===== src/rtl/uart_tx_sched.sv =====
// Two-requester byte scheduler feeding a single uart_byte_tx: per-requester FIFOs, round-robin grant, tx_done watchdog.
// Push to send_en is two edges on an idle link; reqN_ready drops when that requester's FIFO is full.
module uart_tx_sched #(
    parameter int DEPTH     = 4,
    parameter int TO_CYCLES = 2000000
) (
    input  logic       clk,
    input  logic       rst_n,
    input  logic [2:0] baud_cfg,
    input  logic [7:0] req0_data,
    input  logic       req0_valid,
    output logic       req0_ready,
    input  logic [7:0] req1_data,
    input  logic       req1_valid,
    output logic       req1_ready,
    output logic [7:0] data_byte,
    output logic       send_en,
    output logic [2:0] baud_set,
    input  logic       tx_done,
    input  logic       uart_state,
    output logic       byte_done,
    output logic       done_id,
    output logic       busy,
    input  logic       err_clr,
    output logic       timeout_err
);

    localparam int PW = $clog2(DEPTH);
    localparam int CW = PW + 1;
    localparam int WW = $clog2(TO_CYCLES + 1);
    localparam logic [CW-1:0] FULL_CNT = CW'(DEPTH);
    localparam logic [WW-1:0] WD_LAST  = WW'(TO_CYCLES - 1);

    localparam logic [1:0] IDLE = 2'd0;
    localparam logic [1:0] SEND = 2'd1;
    localparam logic [1:0] WAIT = 2'd2;

    logic [7:0]    mem0_q [DEPTH];
    logic [7:0]    mem1_q [DEPTH];
    logic [PW-1:0] wp0_q, wp0_d, rp0_q, rp0_d, wp1_q, wp1_d, rp1_q, rp1_d;
    logic [CW-1:0] cnt0_q, cnt0_d, cnt1_q, cnt1_d;
    logic [1:0]    state_q, state_d;
    logic [7:0]    data_byte_q, data_byte_d;
    logic [2:0]    baud_set_q, baud_set_d;
    logic          send_en_q, send_en_d;
    logic          byte_done_q, byte_done_d;
    logic          done_id_q, done_id_d;
    logic          gid_q, gid_d;
    logic          rr_q, rr_d;
    logic          terr_q, terr_d;
    logic [WW-1:0] wd_q, wd_d;

    logic push0, push1, pop0, pop1, ne0, ne1, grant, win;

    assign req0_ready = (cnt0_q != FULL_CNT);
    assign req1_ready = (cnt1_q != FULL_CNT);
    assign push0 = req0_valid & req0_ready;
    assign push1 = req1_valid & req1_ready;
    assign ne0   = (cnt0_q != '0);
    assign ne1   = (cnt1_q != '0);
    assign grant = (state_q == IDLE) && !uart_state && (ne0 || ne1);
    // rr_q names the requester that wins a tie; a lone non-empty FIFO always wins
    assign win   = (ne0 && ne1) ? rr_q : !ne0;
    assign pop0  = grant && !win;
    assign pop1  = grant && win;

    assign data_byte   = data_byte_q;
    assign send_en     = send_en_q;
    assign baud_set    = baud_set_q;
    assign byte_done   = byte_done_q;
    assign done_id     = done_id_q;
    assign busy        = (state_q != IDLE);
    assign timeout_err = terr_q;

    always_comb begin
        wp0_d  = push0 ? wp0_q + PW'(1) : wp0_q;
        wp1_d  = push1 ? wp1_q + PW'(1) : wp1_q;
        rp0_d  = pop0 ? rp0_q + PW'(1) : rp0_q;
        rp1_d  = pop1 ? rp1_q + PW'(1) : rp1_q;
        cnt0_d = cnt0_q + CW'(push0) - CW'(pop0);
        cnt1_d = cnt1_q + CW'(push1) - CW'(pop1);
    end

    always_comb begin
        state_d     = state_q;
        data_byte_d = data_byte_q;
        baud_set_d  = baud_set_q;
        send_en_d   = 1'b0;
        byte_done_d = 1'b0;
        done_id_d   = done_id_q;
        gid_d       = gid_q;
        rr_d        = rr_q;
        wd_d        = wd_q;
        terr_d      = err_clr ? 1'b0 : terr_q;
        case (state_q)
            IDLE: begin
                if (grant) begin
                    state_d     = SEND;
                    send_en_d   = 1'b1;
                    data_byte_d = win ? mem1_q[rp1_q] : mem0_q[rp0_q];
                    baud_set_d  = baud_cfg;
                    gid_d       = win;
                    rr_d        = !win;
                end
            end
            SEND: begin
                state_d = WAIT;
                wd_d    = '0;
            end
            WAIT: begin
                if (tx_done) begin
                    state_d     = IDLE;
                    byte_done_d = 1'b1;
                    done_id_d   = gid_q;
                end else if (wd_q == WD_LAST) begin
                    // byte is dropped; a timeout beats a same-cycle err_clr
                    state_d   = IDLE;
                    terr_d    = 1'b1;
                    done_id_d = gid_q;
                end else begin
                    wd_d = wd_q + WW'(1);
                end
            end
            default: state_d = IDLE;
        endcase
    end

    always_ff @(posedge clk) begin
        if (push0) mem0_q[wp0_q] <= req0_data;
        if (push1) mem1_q[wp1_q] <= req1_data;
    end

    always_ff @(posedge clk or negedge rst_n) begin
        if (!rst_n) begin
            wp0_q       <= '0;
            rp0_q       <= '0;
            wp1_q       <= '0;
            rp1_q       <= '0;
            cnt0_q      <= '0;
            cnt1_q      <= '0;
            state_q     <= IDLE;
            data_byte_q <= 8'h00;
            baud_set_q  <= 3'd0;
            send_en_q   <= 1'b0;
            byte_done_q <= 1'b0;
            done_id_q   <= 1'b0;
            gid_q       <= 1'b0;
            rr_q        <= 1'b0;
            terr_q      <= 1'b0;
            wd_q        <= '0;
        end else begin
            wp0_q       <= wp0_d;
            rp0_q       <= rp0_d;
            wp1_q       <= wp1_d;
            rp1_q       <= rp1_d;
            cnt0_q      <= cnt0_d;
            cnt1_q      <= cnt1_d;
            state_q     <= state_d;
            data_byte_q <= data_byte_d;
            baud_set_q  <= baud_set_d;
            send_en_q   <= send_en_d;
            byte_done_q <= byte_done_d;
            done_id_q   <= done_id_d;
            gid_q       <= gid_d;
            rr_q        <= rr_d;
            terr_q      <= terr_d;
            wd_q        <= wd_d;
        end
    end

endmodule

===== config.mk =====
export PLATFORM = sky130hd
export DESIGN_NAME = uart_tx_sched
export DESIGN_NICKNAME = d
export VERILOG_FILES = /design/src/rtl/uart_tx_sched.sv
export SDC_FILE = /design/constraint.sdc
export NUM_CORES = 1
export LEC_CHECK = 0
export ABC_AREA = 1
export CAP_MARGIN = 20
export CORE_ASPECT_RATIO = 1.75
export CORE_MARGIN = 2
export CORE_UTILIZATION = 53
export DETAILED_ROUTE_END_ITERATION = 7
export PLACE_DENSITY = 0.79
export SLEW_MARGIN = 20
export SYNTH_ARGS = -nofsm -noshare
export SYNTH_HDL_FRONTEND = slang
export SYNTH_SLANG_ARGS = --single-unit

===== constraint.sdc =====
create_clock -name clk -period 3.27 [get_ports clk]
set_input_delay 0.8175 -clock clk [delete_from_list [all_inputs] [get_ports clk]]
set_output_delay 0.8175 -clock clk [all_outputs]
set_load 0.01 [all_outputs]

After elaboration in Yosys (flattened, before gate mapping)
Memories as Yosys holds them, arrays and structs flattened. Cells that the tools add are included.

Bits in registers: 54. Latch bits: 0. RAM bits: 64. Memory bits (read-only): 0. Input bits: 26. Output and inout port bits: 18. Memories: 2.

Memory list: mem0_q (words 4, width 8, read ports 1, clocked after Yosys merged registers in 0, wr ports 1, line 38) `logic [7:0] mem0_q [DEPTH];`; mem1_q (words 4, width 8, read ports 1, clocked after Yosys merged registers in 0, wr ports 1, line 39) `logic [7:0] mem1_q [DEPTH];`.

Add/sub/neg operators: 9. $mul: 0. Divide/modulo/power cells: 0. Magnitude comparators: 0. Equality and inequality tests: 9. Shift-type cells: 0. Muxes and demuxes: 23. Bitwise logic cells: 2. Reduce and logical (&&, ||, !) cells: 19.

Operators by type and width (number): $mux 21 (2); $pmux 21 s2 (1); $add 21x1->21 const B (1); $eq 21x21->1 const B (1); $mux 1 (15); $ne 3x3->1 const B (3); $add 2x1->2 const B (4); $mux 8 (1); $add 3x1->3 (2); $mux 2 (3); $ne 2x2->1 const B (3); $pmux 2 s3 (1); $reduce_and 2->1 (3); $reduce_bool 2->1 (3); $reduce_bool 3->1 (2); $sub 3x1->3 (2); $logic_and 1x1->1 (5); $logic_not 1->1 (3); $reduce_and 3->1 (1); $and 1x1->1 (2); $eq 2x1->1 const B (1); $eq 2x2->1 const B (1); $logic_not 2->1 (1); $logic_or 1x1->1 (1).

Logic depth before layout (Yosys ltp)
Gate-level depths: netlist of the first run.

Word-level depth: 6. Gate-level depth with buffers: 13. Mapped depth without buffers: 12.

Worst setup path after synthesis of the first run
Ideal clock, no wire load.

Path type: input-to-reg. From: input uart_state. To: register cnt0_q[2]. Library setup time: 129 ps. Arrival time: 2487 ps. Data required time: 3141 ps. Setup slack: 654 ps. Stages: 10. Cells stage by stage: nand3b_1 -> nor2_1 -> buf_2 -> ha_1 -> inv_1 -> ha_1 -> inv_1 -> fa_1 -> xnor2_1 -> xor2_1.

Cells in the longest elaborated chain, start to end: 5.

Ends and longest elaborated chain: start: declaration (line 20) `input logic uart_state,`; $logic_not 1->1 (line 61) `assign grant = (state_q == IDLE) && !uart_state && (ne0 || ne1);`; $logic_and 1x1->1 (2 in series) (line 61); $logic_and 1x1->1 (line 64) `assign pop0 = grant && !win;`; via pop0 (line 53) `logic push0, push1, pop0, pop1, ne0, ne1, grant, win;`; $sub 3x1->3 (line 80) `cnt0_d = cnt0_q + CW'(push0) - CW'(pop0);`; via cnt0_d[2] (line 41) `logic [CW-1:0] cnt0_q, cnt0_d, cnt1_q, cnt1_d;`; end signal: assignment (line 156) `cnt0_q <= cnt0_d;`; end: declaration (line 41).

The timed path passes the listed nets, and every way through them passes these cells. A chain may end at the register's enable or synchronous reset.

Final worst setup path of the first run
From: input uart_state. To: register cnt0_q[2].

Cells in the longest elaborated chain, start to end: 5.

Ends and longest elaborated chain (line): $logic_not 1->1 (61); $logic_and 1x1->1 (2 in series) (61); $logic_and 1x1->1 (64); $sub 3x1->3 (80); via cnt0_d[2] (41).

The timed path passes the listed nets, and every way through them passes these cells.

==> results of run 1 <==
-- layout by cell type, fill, tap and decap left out, types with 17 or more instances in the layout --
master            n
o21ai_0          42
clkbuf_16        17
nand2_1          94
edfxtp_1         64
dfrtp_1          54
clkdlybuf4s50_1  42
o22ai_1          17
nor2_1           84
nand3_1          31
inv_1            53
-- power by group --
| part | switching (W) | internal, W | leakage, nW |
|---|---|---|---|
| registers | 0.000261 | 0.00196 | 1.28 |
| clock network | 0.000683 | 0.00128 | 0.299 |
| logic | 0.000975 | 0.000633 | 1.11 |
-- state kept, by name, indices dropped and copies added (netlist names), 3 cells and up --
name	flops
mem0_q	32
mem1_q	32
wd_q	21
data_byte	8
baud_set	3
cnt0_q	3
cnt1_q	3
-- cell type report --
cell class              instances  area, µm²  share of cell area [%]
clock buffers                  18      429.2                   6.515
inverters                      59      221.5                   3.362
well taps                     125      156.4                   2.374
repair buffers                 52      493.0                   7.483
multi-input cells             338       1814                   27.54
flip-flops and latches        118       3273                   49.69
clock inverters                14      200.2                   3.039
-- logic make-up after synthesis --
family / count (synthesis) / share of synthesized area (%)
AO/OA/AOI/OAI: 71 / 7.798
buffers and inverters: 72 / 5.639
adder cells (fa/ha/maj): 15 / 3.760
flip-flops: 118 / 60.71
AND/OR/NAND/NOR: 236 / 19.49
XOR/XNOR: 16 / 2.599
-- routing by layer --
layer	vias up	track usage [%]	routed length [µm]	share of wire (%)
li1	1865	-	-	-
met3	25	5.505	485	4.1
met1	1902	24.00	4231	36
met5	-	0	0	0
met4	0	11.30	292	2.5
met2	131	45.09	6836	58
-- critical path: cells and delay by family --
kind	cells	cell delay, ns
xor gates and xnor gates	2	0.38
adders and majority gates	3	0.79
buffers and inverters	3	0.52
and+or+nand+nor	2	0.43
-- stage by stage --
stage / power [W] / instance area [µm²] / std cells / util (%)
floorplan: 0.003204 / 5391 / 528 / -
global placement: 0.003737 / 5958 / 692 / 60.13
detailed placement: 0.003851 / 5958 / 692 / 60.13
CTS: 0.005836 / 6588 / 724 / 66.48
global route: 0.006127 / 6588 / 724 / 66.48
finish: 0.005791 / 6588 / 724 / 66.48
-- path summary, 6_finish.rpt --
check,from,endpoint,slack [ns],depth (start not counted)
max,uart_state,cnt0_q[2],0.67,10
min,baud_set[1],baud_set[1],0.47,2
max reg2reg,cnt0_q[1],cnt0_q[2],0.97,10
min reg2reg,baud_set[1],baud_set[1],0.47,2
max in group asynchronous,rst_n,wd_q[19],2.26,2
min in group asynchronous,rst_n,byte_done,0.53,2
==> results.toml, run 1 <==
[worst_setup_path]
crit_required_ns = 3.60
critical-path-max-stage-delay_ns = 0.39
path_max_fanout = 3
path_cells = "clkdlybuf4s50_1 > nand3b_1 > nor2_1 > ha_1 > inv_1 > ha_1 > inv_1 > fa_1 > xnor2_1 > xor2_1"
crit_type = "in -> reg"
end_kind = "flop"
arrival_ns = 2.93
cp-start-kind = "input pin"
crit_path_top_delay_cell = "clkdlybuf4s50_1"

[clock_network]
clkTransAtPathRegs_ns = 0.06
tritoncts = "yes"
clock_latency_ns = 0.41
post_cts_buffers = 0
h-tree-depth = 4
clock_path_buffers = 2
cts_root_buf = "clkbuf_16"
cts_buffers = 17
cts_hold_buf = 0
post_cts_resized = 0
clock_sinks = 118

[power_and_ir_drop]
ir_drop_mv = 0.6662
p_leak_nw = 2.681
powerDensity_nw_per_um2 = 879.1

[place]
io_buffers = 43
place_ws_ns = 0.2782
globalplace.congestion = 0.8972
dp_hpwl_um = 7984

[global_routing]
grt_overflow = 0
grt_pass1_vias = 4202
grt_first_pass_wirelength_um = 19440
grt_usage_pct = 23.87
grt_max_degree = 55
antenna_found_initial = 0

[synth]
yosysWarningCount = 0
ys_top_cells_by_area = "edfxtp_1, dfrtp_1, nand2_1, nor2_1, o21ai_0"
synth-seq-area-share_pct = 60.71
syn_area_um2 = 5391
synthArstFlopShare_pct = 45.76
yosys.cell_count.top_type = "nand2_1"
syn_inst = 528
synth_common_cells = "nand2_1, nor2_1, edfxtp_1"
synth.net_count = 569
syn_avg_cell_area_um2 = 10.21
synth_edf_count = 64
yosysUniqueCellTypes = 33
yosysTopAreaCell = "edfxtp_1"
synth_top_area_share_pct = 35.65
synth.ff_latch_count = 118
ys.flop_type = "edfxtp_1"

[floorplanning]
dieArea_um2 = 11030
chipWidth_um = 80.24
start_util_pct = 54.41
ioPinCount = 44
fp.dieH_um = 137.4
rows = 48
fp.coreArea_um2 = 9910

[timing]
finalClockSkew_ns = 0.005132
hold_viol = 0
finalMaxSlewViolations = 0
period_needed_ns = 2.603
min_period_over_period_pct = 79.61
fin_ws_ns = 0.6667
setup_viol = 0
max_freq_mhz = 384.1
tns_ns = 0
slew_headroom_pct = 51.24
tightest_slew_ns = 0.7287
rsz0062_at_grt = "false"
whs_ns = 0.4697

[detailed_routing]
routedWlPerCell_um = 16.36
dr.pass1.iters = 5
wirelength_um = 11850
drtIter0Drc = 199
final_antenna_net_count = 0
viasPerCell = 5.419
vias = 3923
drc = 0

[cells_and_area]
drive_gt1_share_pct = 11.52
layout.nets = 627
areaGrowthSynthToFinish_pct = 22.19
antenna_cells = 0
n_fill_cell = 745

[outcome]
status = "finished clean"

[worst_hold_path]
hold_path_class = "reg -> reg"

[flow_run]
max-cap-violations = 0
Power figures use the tool's default switching activity.
==> run 2, diff against run 1 <==
--- a/config.mk
+++ b/config.mk
@@ -9,9 +9,9 @@
 export CAP_MARGIN = 20
 export CORE_ASPECT_RATIO = 1.75
 export CORE_MARGIN = 2
-export CORE_UTILIZATION = 53
+export CORE_UTILIZATION = 52
 export DETAILED_ROUTE_END_ITERATION = 7
-export PLACE_DENSITY = 0.79
+export PLACE_DENSITY = 0.8
 export SLEW_MARGIN = 20
 export SYNTH_ARGS = -nofsm -noshare
 export SYNTH_HDL_FRONTEND = slang
==> constraint.sdc (replaced) <==
create_clock -name clk -period 2.25 [get_ports clk]
set_input_delay 0.5625 -clock clk [delete_from_list [all_inputs] [get_ports clk]]
set_output_delay 0.5625 -clock clk [all_outputs]
set_load 0.01 [all_outputs]
==> results.toml, run 2 (synthesized netlist as in run 1, its figures left out) <==
[floorplanning]
fp.coreArea_um2 = 10180
dieArea_um2 = 11230
start_util_pct = 52.98
ioPinCount = 44
chipWidth_um = 80.97
rows = 49
fp.dieH_um = 138.7

[worst_setup_path]
critPathTopFamily = "adder cells"
end_kind = "flop"
worst-path-buf-inv = 6
crit_required_ns = 2.55
crit_type = "in -> reg"
critical-path-max-stage-delay_ns = 0.48
reg2reg_slack_ns = 0.12
cp-start-kind = "input pin"
crit_path_top_delay_cell = "fa_1"
path_max_fanout = 2
arrival_ns = 2.50
cp_common_cell = "inv_1"
path_cells = "clkdlybuf4s50_1 > nand3b_1 > buf_4 > nor2_4 > nand2_2 > inv_2 > ha_4 > inv_1 > ha_1 > inv_1 > fa_1 > inv_1"

[detailed_routing]
viasPerCell = 5.309
drtIter0Drc = 195
routedWlPerCell_um = 15.78
drc = 0
dr.pass1.iters = 4
final_antenna_net_count = 0
vias = 3902
wirelength_um = 11600

[power_and_ir_drop]
intPower_w = 0.005387
power_switching_w = 0.002799
pwr-share-comb_pct = 31.0
switching_share_pct = 34.19
powerDensity_nw_per_um2 = 1235
p_leak_nw = 2.694
seq_power_share_pct = 38.4
pwr-share-clk_pct = 30.5
ir_drop_mv = 0.7502

[timing]
period_needed_ns = 2.197
tightest_slew_ns = 0.4942
finalClockSkew_ns = 0.01181
max_freq_mhz = 455.2
min_period_over_period_pct = 97.63
hold_viol = 0
rsz0062_at_grt = "true"
finalMaxSlewViolations = 0
setup_viol = 0
slew_headroom_pct = 67.01

[global_routing]
use_met2_pct = 38.45
use_met1_pct = 23.86
grt_overflow = 0
grt_usage_pct = 22.68
grt_max_degree = 55
antenna_found_initial = 0
use_met3_pct = 7.161
grt_pass1_vias = 4053
grt-busiest-layer = "met2"
grt_first_pass_wirelength_um = 19030

[clock_network]
cts_hold_buf = 0
clock_path_buffers = 2
clock_latency_ns = 0.41
tritoncts = "yes"
h-tree-depth = 4
clock_sinks = 118
cts_root_buf = "clkbuf_16"
cts_buffers = 17
clkTransAtPathRegs_ns = 0.06

[place]
globalplace.congestion = 0.8246
place_area_um2 = 6058
dp_hpwl_um = 8107
io_buffers = 43
placedCellCount = 702

[cells_and_area]
drive_gt1_share_pct = 13.65
top_regs = "mem0_q: 32 flops, mem1_q: 32 flops, wd_q: 21 flops"
layout.nets = 636
fin_area_um2 = 6629
antenna_cells = 0
final_cell_mix = "nand2_1, nor2_1, edfxtp_1"
areaGrowthSynthToFinish_pct = 22.95
layout_commonest_cell = "nand2_1"
stdcell_count = 735

[worst_hold_path]
hold_path_class = "in -> async"

[outcome]
status = "finished clean"

[flow_run]
max-cap-violations = 0
==> run 2: power groups by stage <==
stage	registers, W	clock network (W)	logic, W
3_5_place_dp	0.00317	0	0.00253
2_1_floorplan	0.00312	0	0.00158
6_report	0.00315	0.00250	0.00254
3_3_place_gp	0.00314	0	0.00238
4_1_cts	0.00314	0.00254	0.00254
5_1_grt	0.00320	0.00267	0.00284
==> run 2: worst register-to-register path: stages (launching register included) <==
cell,delay [ns]
dfrtp_1,0.41
inv_1,0.11
nand3b_1,0.12
nor2_1,0.24
nor2_4,0.07
nand2_2,0.08
inv_2,0.05
ha_4,0.20
inv_1,0.05
ha_1,0.13
inv_1,0.05
fa_1,0.48
inv_1,0.04
==> run 2: path summary, 6_finish.rpt <==
kind	to	startpoint	cells after the start
max	cnt1_q[1]	uart_state	12
min	wd_q[6]	rst_n	2
max reg2reg	cnt1_q[1]	cnt0_q[1]	12
min reg2reg	baud_set[1]	baud_set[1]	2
max in group asynchronous	cnt1_q[1]	rst_n	2
min in group clk	baud_set[1]	baud_set[1]	2
==> run 2: final cells by class <==
cell class                 instances  area, µm²
timing repair buffer              61      573.1
sequential                       118       3274
fill                             780       3548
tap                              127      158.9
clock buffer                      18      429.2
inverter                          59      221.5
clock inverter                    14      125.1
multi-input combinational        338       1847
==> run 2: metal layers <==
| metal | vias to the layer above | share of wire, % |
|---|---|---|
| met4 | 0 | 4.4 |
| met2 | 100 | 55 |
| met1 | 1882 | 37 |
| li1 | 1886 | - |
| met5 | - | 0 |
| met3 | 34 | 3.6 |
==> run 2: per-stage QoR <==
step / hold slack, ns / utilization, % / setup TNS, ns / total power (W) / setup slack [ns]
final: 0.1328 / 65.13 / 0 / 0.008187 / 0.05334
after global routing: 0.1447 / 65.13 / -0.04672 / 0.008703 / -0.02178
after CTS: 0.1386 / 64.97 / 0 / 0.008224 / 0.03008
after detailed placement: 0.4667 / 59.53 / -1.216 / 0.005696 / -0.3562
after global placement: 0.4584 / 59.53 / -1.142 / 0.005525 / -0.3367
after floorplan: 0.2669 / - / -0.009758 / 0.004700 / -0.009758
==> run 2: what timing repair did <==
action                                  in CTS  in global routing
gates resized for setup                      0                  2
setup buffers                                0                  1
endpoints found under the setup margin       0                  2
==> run 3, diff against run 2 <==
--- a/config.mk
+++ b/config.mk
@@ -8,11 +8,9 @@
 export ABC_AREA = 1
 export CAP_MARGIN = 20
 export CORE_ASPECT_RATIO = 1.75
-export CORE_MARGIN = 2
-export CORE_UTILIZATION = 52
+export CORE_UTILIZATION = 40
 export DETAILED_ROUTE_END_ITERATION = 7
-export PLACE_DENSITY = 0.8
-export SLEW_MARGIN = 20
+export PLACE_DENSITY = 0.66
 export SYNTH_ARGS = -nofsm -noshare
 export SYNTH_HDL_FRONTEND = slang
 export SYNTH_SLANG_ARGS = --single-unit
==> results.toml, run 3 (synthesized netlist as in run 1, its figures left out) <==
[outcome]
status = "finished clean"

[clock_network]
cts_root_buf = "clkbuf_16"
clock_latency_ns = 0.42
clock_path_buffers = 2
clock_sinks = 118
cts_buffers = 17
h-tree-depth = 4
tritoncts = "yes"
clkTransAtPathRegs_ns = 0.06

[worst_setup_path]
arrival_ns = 2.46
crit_type = "reg -> reg"
path_max_fanout = 3
reg2reg_from = "cnt1_q[2]"
cp-start-kind = "flop"
rr_worst_depth = 11
crit_required_ns = 2.55
reg2reg_slack_ns = 0.09
r2r_end = "cnt0_q[2]"
end_kind = "flop"

[global_routing]
grt_overflow = 0
grt_pass1_vias = 4052
grt_first_pass_wirelength_um = 19240
antenna_found_initial = 0
grt_usage_pct = 18.05
grt_max_degree = 33

[detailed_routing]
routedWlPerCell_um = 15.16
viasPerCell = 5.004
wirelength_um = 11840
drt-met1-wl_um = 4645
drtIter0Drc = 215
routed-wl-met2_um = 6484
top_layer_used = "met4"
met3_length_um = 344
drc = 0
vias = 3908
dr.pass1.iters = 6
final_antenna_net_count = 0

[timing]
tightest_slew_ns = 0.5710
max_freq_mhz = 462.6
setup_viol = 0
hold_viol = 0
whs_ns = 0.1418
fin_ws_ns = 0.08824
slew_headroom_pct = 61.94
period_needed_ns = 2.162
finalMaxSlewViolations = 0
finalClockSkew_ns = 0.007887
tns_ns = 0
min_period_over_period_pct = 96.08

[cells_and_area]
antenna_cells = 0
top_regs = "mem0_q: 32 flops, mem1_q: 32 flops, wd_q: 21 flops"
n_fill_cell = 1126
drive_gt1_share_pct = 14.59
multi_input_comb_area_um2 = 1849
regArea_um2 = 3273
layout_commonest_cell = "nand2_1"
areaGrowthSynthToFinish_pct = 24.39
layout.nets = 638
final_cell_mix = "nand2_1, nor2_1, edfxtp_1"
fin_area_um2 = 6706
stdcell_count = 781

[power_and_ir_drop]
p_leak_nw = 2.725
switching_share_pct = 35.56
pwr-share-comb_pct = 31.5
seq_power_share_pct = 37.9
ir_drop_mv = 0.6228
pwr-share-clk_pct = 30.6
power_switching_w = 0.002941
powerDensity_nw_per_um2 = 1233
intPower_w = 0.005331

[floorplanning]
dieArea_um2 = 13960
rows = 55
fp.coreArea_um2 = 13010
ioPinCount = 44
start_util_pct = 41.45
chipWidth_um = 89.76
fp.dieH_um = 155.6

[place]
io_buffers = 43
placedCellCount = 746
place_area_um2 = 6113
place_ws_ns = -0.3465
dp_hpwl_um = 8187
globalplace.congestion = 0.8388

[flow_run]
max-cap-violations = 0

[worst_hold_path]
hold_path_class = "in -> async"
-- run 3: worst max-delay path: stages (launching register included) --
cell and delay [ns]:
dfrtp_1 0.39, nand3b_1 0.19, nand2_1 0.08, nand2_1 0.08, nor2_2 0.12, ha_1 0.24, inv_1 0.06, ha_2 0.16
inv_2 0.04, fa_2 0.36, xnor2_2 0.15, xor2_1 0.16
-- run 3: through the flow --
step	utilization (%)	total power, W
5_1_grt	51.56	0.008767
4_1_cts	51.29	0.008295
3_5_place_dp	47.00	0.005731
6_report	51.56	0.008272
2_1_floorplan	-	0.004700
3_3_place_gp	47.00	0.005580
-- run 3: routing by layer --
layer	GRT usage, %	vias up
met3	4.045	27
met5	0	-
met2	33.19	83
met4	9.992	0
li1	-	1889
met1	18.93	1909
-- run 3: cell type report --
cell class                      instances  area share [%]
Sequential cell                       118           48.81
Inverter                               59           3.302
Multi-Input combinational cell        338           27.57
Clock buffer                           17           6.343
Timing Repair Buffer                   63           8.806
Clock inverter                         15           1.978
Tap cell                              171           3.190
-- run 3: power groups by stage --
stage	Clock [W]	Combinational, W	Sequential [W]
detailed placement	0	0.00256	0.00317
floorplan	0	0.00158	0.00312
CTS	0.00257	0.00258	0.00314
global route	0.00267	0.00291	0.00318
global placement	0	0.00243	0.00315
finish	0.00254	0.00260	0.00313
-- run 3: repair_timing --
| item | in CTS | in global routing |
|---|---|---|
| resized for setup | 0 | 4 |
| endpoints found under the setup margin | 0 | 1 |
| hold buffers | 0 | 0 |
| setup buffers | 0 | 3 |
-- run 3: how the worst max path moves through the flow --
| stage | start | to | cells past startpoint |
|---|---|---|---|
| floorplan | uart_state | cnt0_q[2] | 10 |
| global placement | uart_state | cnt0_q[2] | 10 |
| detailed placement | uart_state | cnt0_q[2] | 10 |
| CTS | uart_state | cnt0_q[2] | 10 |
| global route | cnt1_q[0] | cnt0_q[2] | 12 |
| finish | cnt1_q[2] | cnt0_q[2] | 11 |
